==> config.mk <==
export PLATFORM = sky130hd
export DESIGN_NAME = switch_link_tx
export DESIGN_NICKNAME = d
export VERILOG_FILES = /design/src/rtl/chiplet_types_pkg.sv /design/src/rtl/link_tx_fifo.sv /design/src/rtl/switch_link_tx.sv
export SDC_FILE = /design/constraint.sdc
export NUM_CORES = 1
export LEC_CHECK = 0
export CAP_MARGIN = 20
export CORE_UTILIZATION = 65
export CTS_BUF_LIST = sky130_fd_sc_hd__clkbuf_8
export DETAILED_ROUTE_END_ITERATION = 10
export GPL_TIMING_DRIVEN = 0
export PLACE_DENSITY = 0.9
export SLEW_MARGIN = 30
export SYNTH_ARGS = -nofsm -noshare
export SYNTH_HDL_FRONTEND = slang
export SYNTH_SLANG_ARGS = --single-unit
==> constraint.sdc <==
create_clock -name clk -period 6.2 [get_ports clk]
set_clock_uncertainty 0.1 [all_clocks]
set_input_delay 1.86 -clock clk [delete_from_list [all_inputs] [get_ports clk]]
set_output_delay 1.86 -clock clk [all_outputs]
set_load 0.01 [all_outputs]
==> src/rtl/chiplet_types_pkg.sv <==
// Shared types for the chiplet link: flit and phit containers, link TX FSM
// states and a small sizing helper.
package chiplet_types_pkg;

    localparam int FLIT_W = 32;
    localparam int PHIT_W = 8;

    typedef logic [FLIT_W-1:0] flit_t;
    typedef logic [PHIT_W-1:0] phit_t;

    typedef enum logic {
        LINK_TX_IDLE = 1'b0,
        LINK_TX_SEND = 1'b1
    } link_tx_state_t;

    // Number of b-wide slices needed to cover a bits.
    function automatic int ceil_div(input int a, input int b);
        return (a + b - 1) / b;
    endfunction

endpackage

==> src/rtl/link_tx_fifo.sv <==
// Small synchronous FIFO with registered occupancy. Pushes into a full FIFO
// and pops from an empty FIFO are ignored. Head data is read combinationally.
module link_tx_fifo #(
    parameter int WIDTH = 32,
    parameter int DEPTH = 4,
    localparam int AW = $clog2(DEPTH)
) (
    input  logic             clk,
    input  logic             n_rst,
    input  logic             push,
    input  logic             pop,
    input  logic [WIDTH-1:0] wdata,
    output logic [WIDTH-1:0] rdata,
    output logic             full,
    output logic             empty,
    output logic [AW:0]      count
);

    logic [WIDTH-1:0] mem [DEPTH];
    logic [AW-1:0]    wptr;
    logic [AW-1:0]    rptr;
    logic             do_push;
    logic             do_pop;

    // Status comes from the registered count only, so full never depends on pop.
    assign full    = (count == (AW+1)'(DEPTH));
    assign empty   = (count == '0);
    assign do_push = push && !full;
    assign do_pop  = pop && !empty;
    assign rdata   = mem[rptr];

    // Storage write; contents need no reset because empty gates every read.
    always_ff @(posedge clk) begin
        if (do_push) begin
            mem[wptr] <= wdata;
        end
    end

    // Pointers wrap naturally at DEPTH (power of two); count tracks push - pop.
    always_ff @(posedge clk or negedge n_rst) begin
        if (!n_rst) begin
            wptr  <= '0;
            rptr  <= '0;
            count <= '0;
        end else begin
            if (do_push) wptr <= wptr + AW'(1);
            if (do_pop)  rptr <= rptr + AW'(1);
            case ({do_push, do_pop})
                2'b10:   count <= count + (AW+1)'(1);
                2'b01:   count <= count - (AW+1)'(1);
                default: count <= count;
            endcase
        end
    end

endmodule

==> src/rtl/switch_link_tx.sv <==
// Egress stage behind a switch output port: buffers whole flits, serializes
// them LSB-slice first onto a narrow link, and converts link credit returns
// into per-VC credit_granted pulses for the switch.
//
// Link handshake: phit_out/phit_last are meaningful while phit_valid is high;
// a phit transfers on a clock edge where phit_valid && phit_ready, and until
// then phit_valid, phit_out and phit_last hold steady.
module switch_link_tx
    import chiplet_types_pkg::*;
#(
    parameter int NUM_VCS    = 2,
    parameter int PHIT_WIDTH = 8,
    parameter int FLIT_WIDTH = $bits(flit_t),
    parameter int FIFO_DEPTH = 4
) (
    input  logic                         clk,
    input  logic                         n_rst,
    input  flit_t                        in_flit,
    input  logic                         data_ready_in,
    output logic                         packet_sent,
    output logic [NUM_VCS-1:0]           credit_granted,
    output logic [PHIT_WIDTH-1:0]        phit_out,
    output logic                         phit_valid,
    output logic                         phit_last,
    input  logic                         phit_ready,
    input  logic                         credit_return_valid,
    input  logic [$clog2(NUM_VCS)-1:0]   credit_return_vc,
    output logic [$clog2(FIFO_DEPTH):0]  fifo_count,
    output link_tx_state_t               tx_state
);

    localparam int BEATS   = ceil_div(FLIT_WIDTH, PHIT_WIDTH);
    localparam int BEAT_W  = (BEATS > 1) ? $clog2(BEATS) : 1;
    localparam int SHIFT_W = BEATS * PHIT_WIDTH;
    localparam logic [BEAT_W-1:0] LAST_BEAT = BEAT_W'(BEATS - 1);

    link_tx_state_t         state, state_next;
    logic [SHIFT_W-1:0]     shreg, shreg_next;
    logic [BEAT_W-1:0]      beat, beat_next;
    logic [FLIT_WIDTH-1:0]  fifo_head;
    logic                   fifo_full;
    logic                   fifo_empty;
    logic                   fifo_pop;

    // The switch holds in_flit until it sees this, so one accept per flit.
    assign packet_sent = data_ready_in && !fifo_full;
    assign tx_state    = state;

    link_tx_fifo #(
        .WIDTH (FLIT_WIDTH),
        .DEPTH (FIFO_DEPTH)
    ) u_fifo (
        .clk   (clk),
        .n_rst (n_rst),
        .push  (packet_sent),
        .pop   (fifo_pop),
        .wdata (in_flit),
        .rdata (fifo_head),
        .full  (fifo_full),
        .empty (fifo_empty),
        .count (fifo_count)
    );

    // Serializer state, shift register and beat counter.
    always_ff @(posedge clk or negedge n_rst) begin
        if (!n_rst) begin
            state <= LINK_TX_IDLE;
            shreg <= '0;
            beat  <= '0;
        end else begin
            state <= state_next;
            shreg <= shreg_next;
            beat  <= beat_next;
        end
    end

    // Next-state and link outputs; the head flit is zero-extended so the
    // final beat is padded above FLIT_WIDTH.
    always_comb begin
        state_next = state;
        shreg_next = shreg;
        beat_next  = beat;
        fifo_pop   = 1'b0;
        phit_valid = 1'b0;
        phit_last  = 1'b0;
        phit_out   = '0;
        case (state)
            LINK_TX_IDLE: begin
                if (!fifo_empty) begin
                    fifo_pop   = 1'b1;
                    shreg_next = SHIFT_W'(fifo_head);
                    beat_next  = '0;
                    state_next = LINK_TX_SEND;
                end
            end
            LINK_TX_SEND: begin
                phit_valid = 1'b1;
                phit_out   = shreg[PHIT_WIDTH-1:0];
                phit_last  = (beat == LAST_BEAT);
                if (phit_ready) begin
                    if (phit_last) begin
                        if (!fifo_empty) begin
                            // Back-to-back flits: reload without an idle bubble.
                            fifo_pop   = 1'b1;
                            shreg_next = SHIFT_W'(fifo_head);
                            beat_next  = '0;
                        end else begin
                            state_next = LINK_TX_IDLE;
                        end
                    end else begin
                        shreg_next = shreg >> PHIT_WIDTH;
                        beat_next  = beat + BEAT_W'(1);
                    end
                end
            end
            default: state_next = LINK_TX_IDLE;
        endcase
    end

    // One registered pulse per credit return; out-of-range VCs match no bit.
    always_ff @(posedge clk or negedge n_rst) begin
        if (!n_rst) begin
            credit_granted <= '0;
        end else begin
            for (int i = 0; i < NUM_VCS; i++) begin
                credit_granted[i] <= credit_return_valid && (int'(credit_return_vc) == i);
            end
        end
    end

endmodule

==> impl_results.md <==
* Resize count post-CTS at 0
* Worst skew pair latency at 440 ps
* F_max at around 190 MHz
* Vias in the first global route at 4042
* Vias per cell at 6.25
* Vias at slightly below 4k
* Post-Syn Area per Cell at approximately 18 um2
* GRT Resource Usage Total at 26.1%
* Net count, final at about 500
* # DRC at 0
* Synth Net Count at between 400 and 500
* WL per Instance at between 20 and 25 um
* I/O pins at 55
* Die height at between 100 and 150 um
* Total die area at 0.0112 mm2
* Ant diodes at 0
* YS warnings at 0
* Final-report max-slew violation count at 0
* Final Hold Violating Endpoints at 0
* Final Wtd Congestion at 0.869
* Critical Path End Type: primary output
* DR iter-0 viols at 280
* Required time worst endpoint at roughly 4200 ps
* # Max-Cap Violations at 0
* CTS tree: built
* Die width at 106 um
* CTS sink count at about 170
* Setup TNS at 0 ps
* VDD IR-drop max at roughly 240 uV
* CP startpoint kind: primary input
* Static Leakage at a little under 3 nW
* CTS max path bufs at 2
* FF+latch count, synth at between 150 and 200
* Depth of the CTS H-tree at 4
* HPWL after DPL at about 9100 um
* Main synth FF type: edfxtp_1
* R2r setup slk at roughly 3800 ps
* Final period util at 84.5%
* Setup violations, final at 0
* Initial antenna violation count at 0
* Worst slew pin tran at between 700 and 800 ps
* Synth cell types at 38
* PD cells at between 400 and 500 mW/mm2
* Root Buffer: clkbuf_8
* Mapped Area at approximately 0.007 mm2
* Share of cells above drive strength 1 at 21.5%
* Initial Util at about two thirds
* Drt first pass iters at 5
* GRT Residual Overflow at 0
* Core area at 0.0104 mm2
* Slew headroom at between 40% and 50%
* Worst Hold Class: reg -> reg
* Sequential share of the synthesized area at between 70% and 80%
* CTS Hold Bufs at 0
* Area grow syn2layout at 17.2%
* Fill cells at 540
* Maximum fanout along the worst path at 8
* TritonCTS Buffers at 17
* Global-route wire length before repair at approximately 21000 um
* Crit Path Class: in -> out
* Post-DRT Antenna Nets at 0
* Min Clock Period, post-route at about 5200 ps
* Fraction of registers with async set/reset at around a quarter
* Synth Instances at a little under 400
* I/O Buffers at 54
* Final core area utilization at 79.3%
* Outcome: completed
* Clk slew on worst S/H paths at approximately 80 ps
* Largest net degree at the start of global routing at 30
* Number of synthesized flops with an enable pin at around 130
* Postcts setup bufs at 0
* Critical Path AT at 3280 ps
* Post-Route WL at between 10000 and 15000 um
* FP Rows at 37
* RSZ-0062 raised after global routing: false
==> layer usage <==
metal	share of wire, %	routed length, um	global-route usage, %	up-vias
li1	-	-	-	1697
met1	41	5380	35.4	1961
met2	51	6680	42.3	161
met3	6.3	829	6.56	31
met4	2.2	284	8.73	0
met5	0	0	0	-
==> state kept, by name, summed over array words and instances, names as in the netlist <==
name            count
beat                2
u_fifo.mem        128
shreg              32
tx_state            1
u_fifo.count        3
u_fifo.wptr         2
credit_granted      2
u_fifo.rptr         2
==> final cells by class <==
cell class	instances	area [um2]	share of cell area [%]
Clock inverter	15	156	1.90
Sequential cell	172	4940	60.1
Buffer	26	166	2.02
Multi-Input combinational cell	167	1810	22.1
Inverter	24	92.6	1.13
Timing Repair Buffer	59	643	7.82
Tap cell	136	170	2.07
Clock buffer	17	234	2.85
==> logic make-up after synthesis <==
family	count (synthesis)	synth area share, %
compound gates	63	8.17
simple gates	58	4.71
xor+xnor	6	0.749
buf+inv	50	3.69
fa+ha+maj	7	1.36
mux	33	10.8
flops	172	70.5
==> cells in the mapped netlist (4+ instances only) <==
library cell	instances	area (um2)
a221oi_1	4	35.0
a221oi_2	11	165
a22o_1	8	70.1
and2_1	14	87.6
buf_2	7	35.0
buf_6	7	78.8
clkbuf_1	10	37.5
dfrtp_1	44	1100
edfxtp_1	128	3840
ha_1	6	75.1
inv_1	23	86.3
mux4_1	7	184
mux4_2	25	563
nor2_1	10	37.5
nor3_1	16	80.1
nor3b_1	9	67.6
o21ai_0	10	50.1
o221a_2	9	101
o22ai_1	15	93.8
xnor2_1	4	35.0
==> cells in the final DEF, fill, tap and decap left out, types with 11 or more instances in the layout <==
cell type and count:
o22ai_1 15, mux4_2 25, edfxtp_1 128, nor3_1 16
a221oi_2 11, dfrtp_1 44, inv_1 24, clkbuf_8 17
clkdlybuf4s50_1 53
==> path summary, 6_finish.rpt <==
| kind | to | depth (start not counted) | start |
|---|---|---|---|
| worst max-delay path | packet_sent | 4 | data_ready_in |
| worst min-delay path | beat[1]$_DFFE_PN0P_ | 1 | beat[1]$_DFFE_PN0P_ |
| worst max register to register | u_fifo.count[2]$_DFFE_PN0P_ | 11 | beat[0]$_DFFE_PN0P_ |
| worst min register to register | beat[1]$_DFFE_PN0P_ | 1 | beat[1]$_DFFE_PN0P_ |
| max in group asynchronous | shreg[13]$_DFFE_PN0P_ | 2 | n_rst |
| min in group asynchronous | u_fifo.wptr[0]$_DFFE_PN0P_ | 1 | n_rst |
==> per-stage QoR <==
step | hold slack [ps] | worst slack [ps] | area (um2) | instances | power, mW
after global routing | 433 | 882 | 8220 | 616 | 3.84
after detailed placement | 391 | 947 | 7830 | 584 | 2.92
after CTS | 418 | 947 | 8220 | 616 | 3.69
after floorplan | 367 | 2030 | 7010 | 389 | 2.50
after global placement | 379 | 952 | 7720 | 579 | 2.83
final | 419 | 959 | 8220 | 616 | 3.67
==> worst max-delay path, cell delays in order <==
cell and delay (ps):
clkdlybuf4s50_1 450, inv_1 40, a31oi_2 320, clkdlybuf4s50_1 610
==> where the power goes <==
part | internal (mW) | switching (mW)
Sequential | 1.55 | 0.147
Clock | 0.389 | 0.378
Combinational | 0.600 | 0.607
Total | 2.54 | 1.13
No activity file was read; power rests on OpenSTA's default activity.
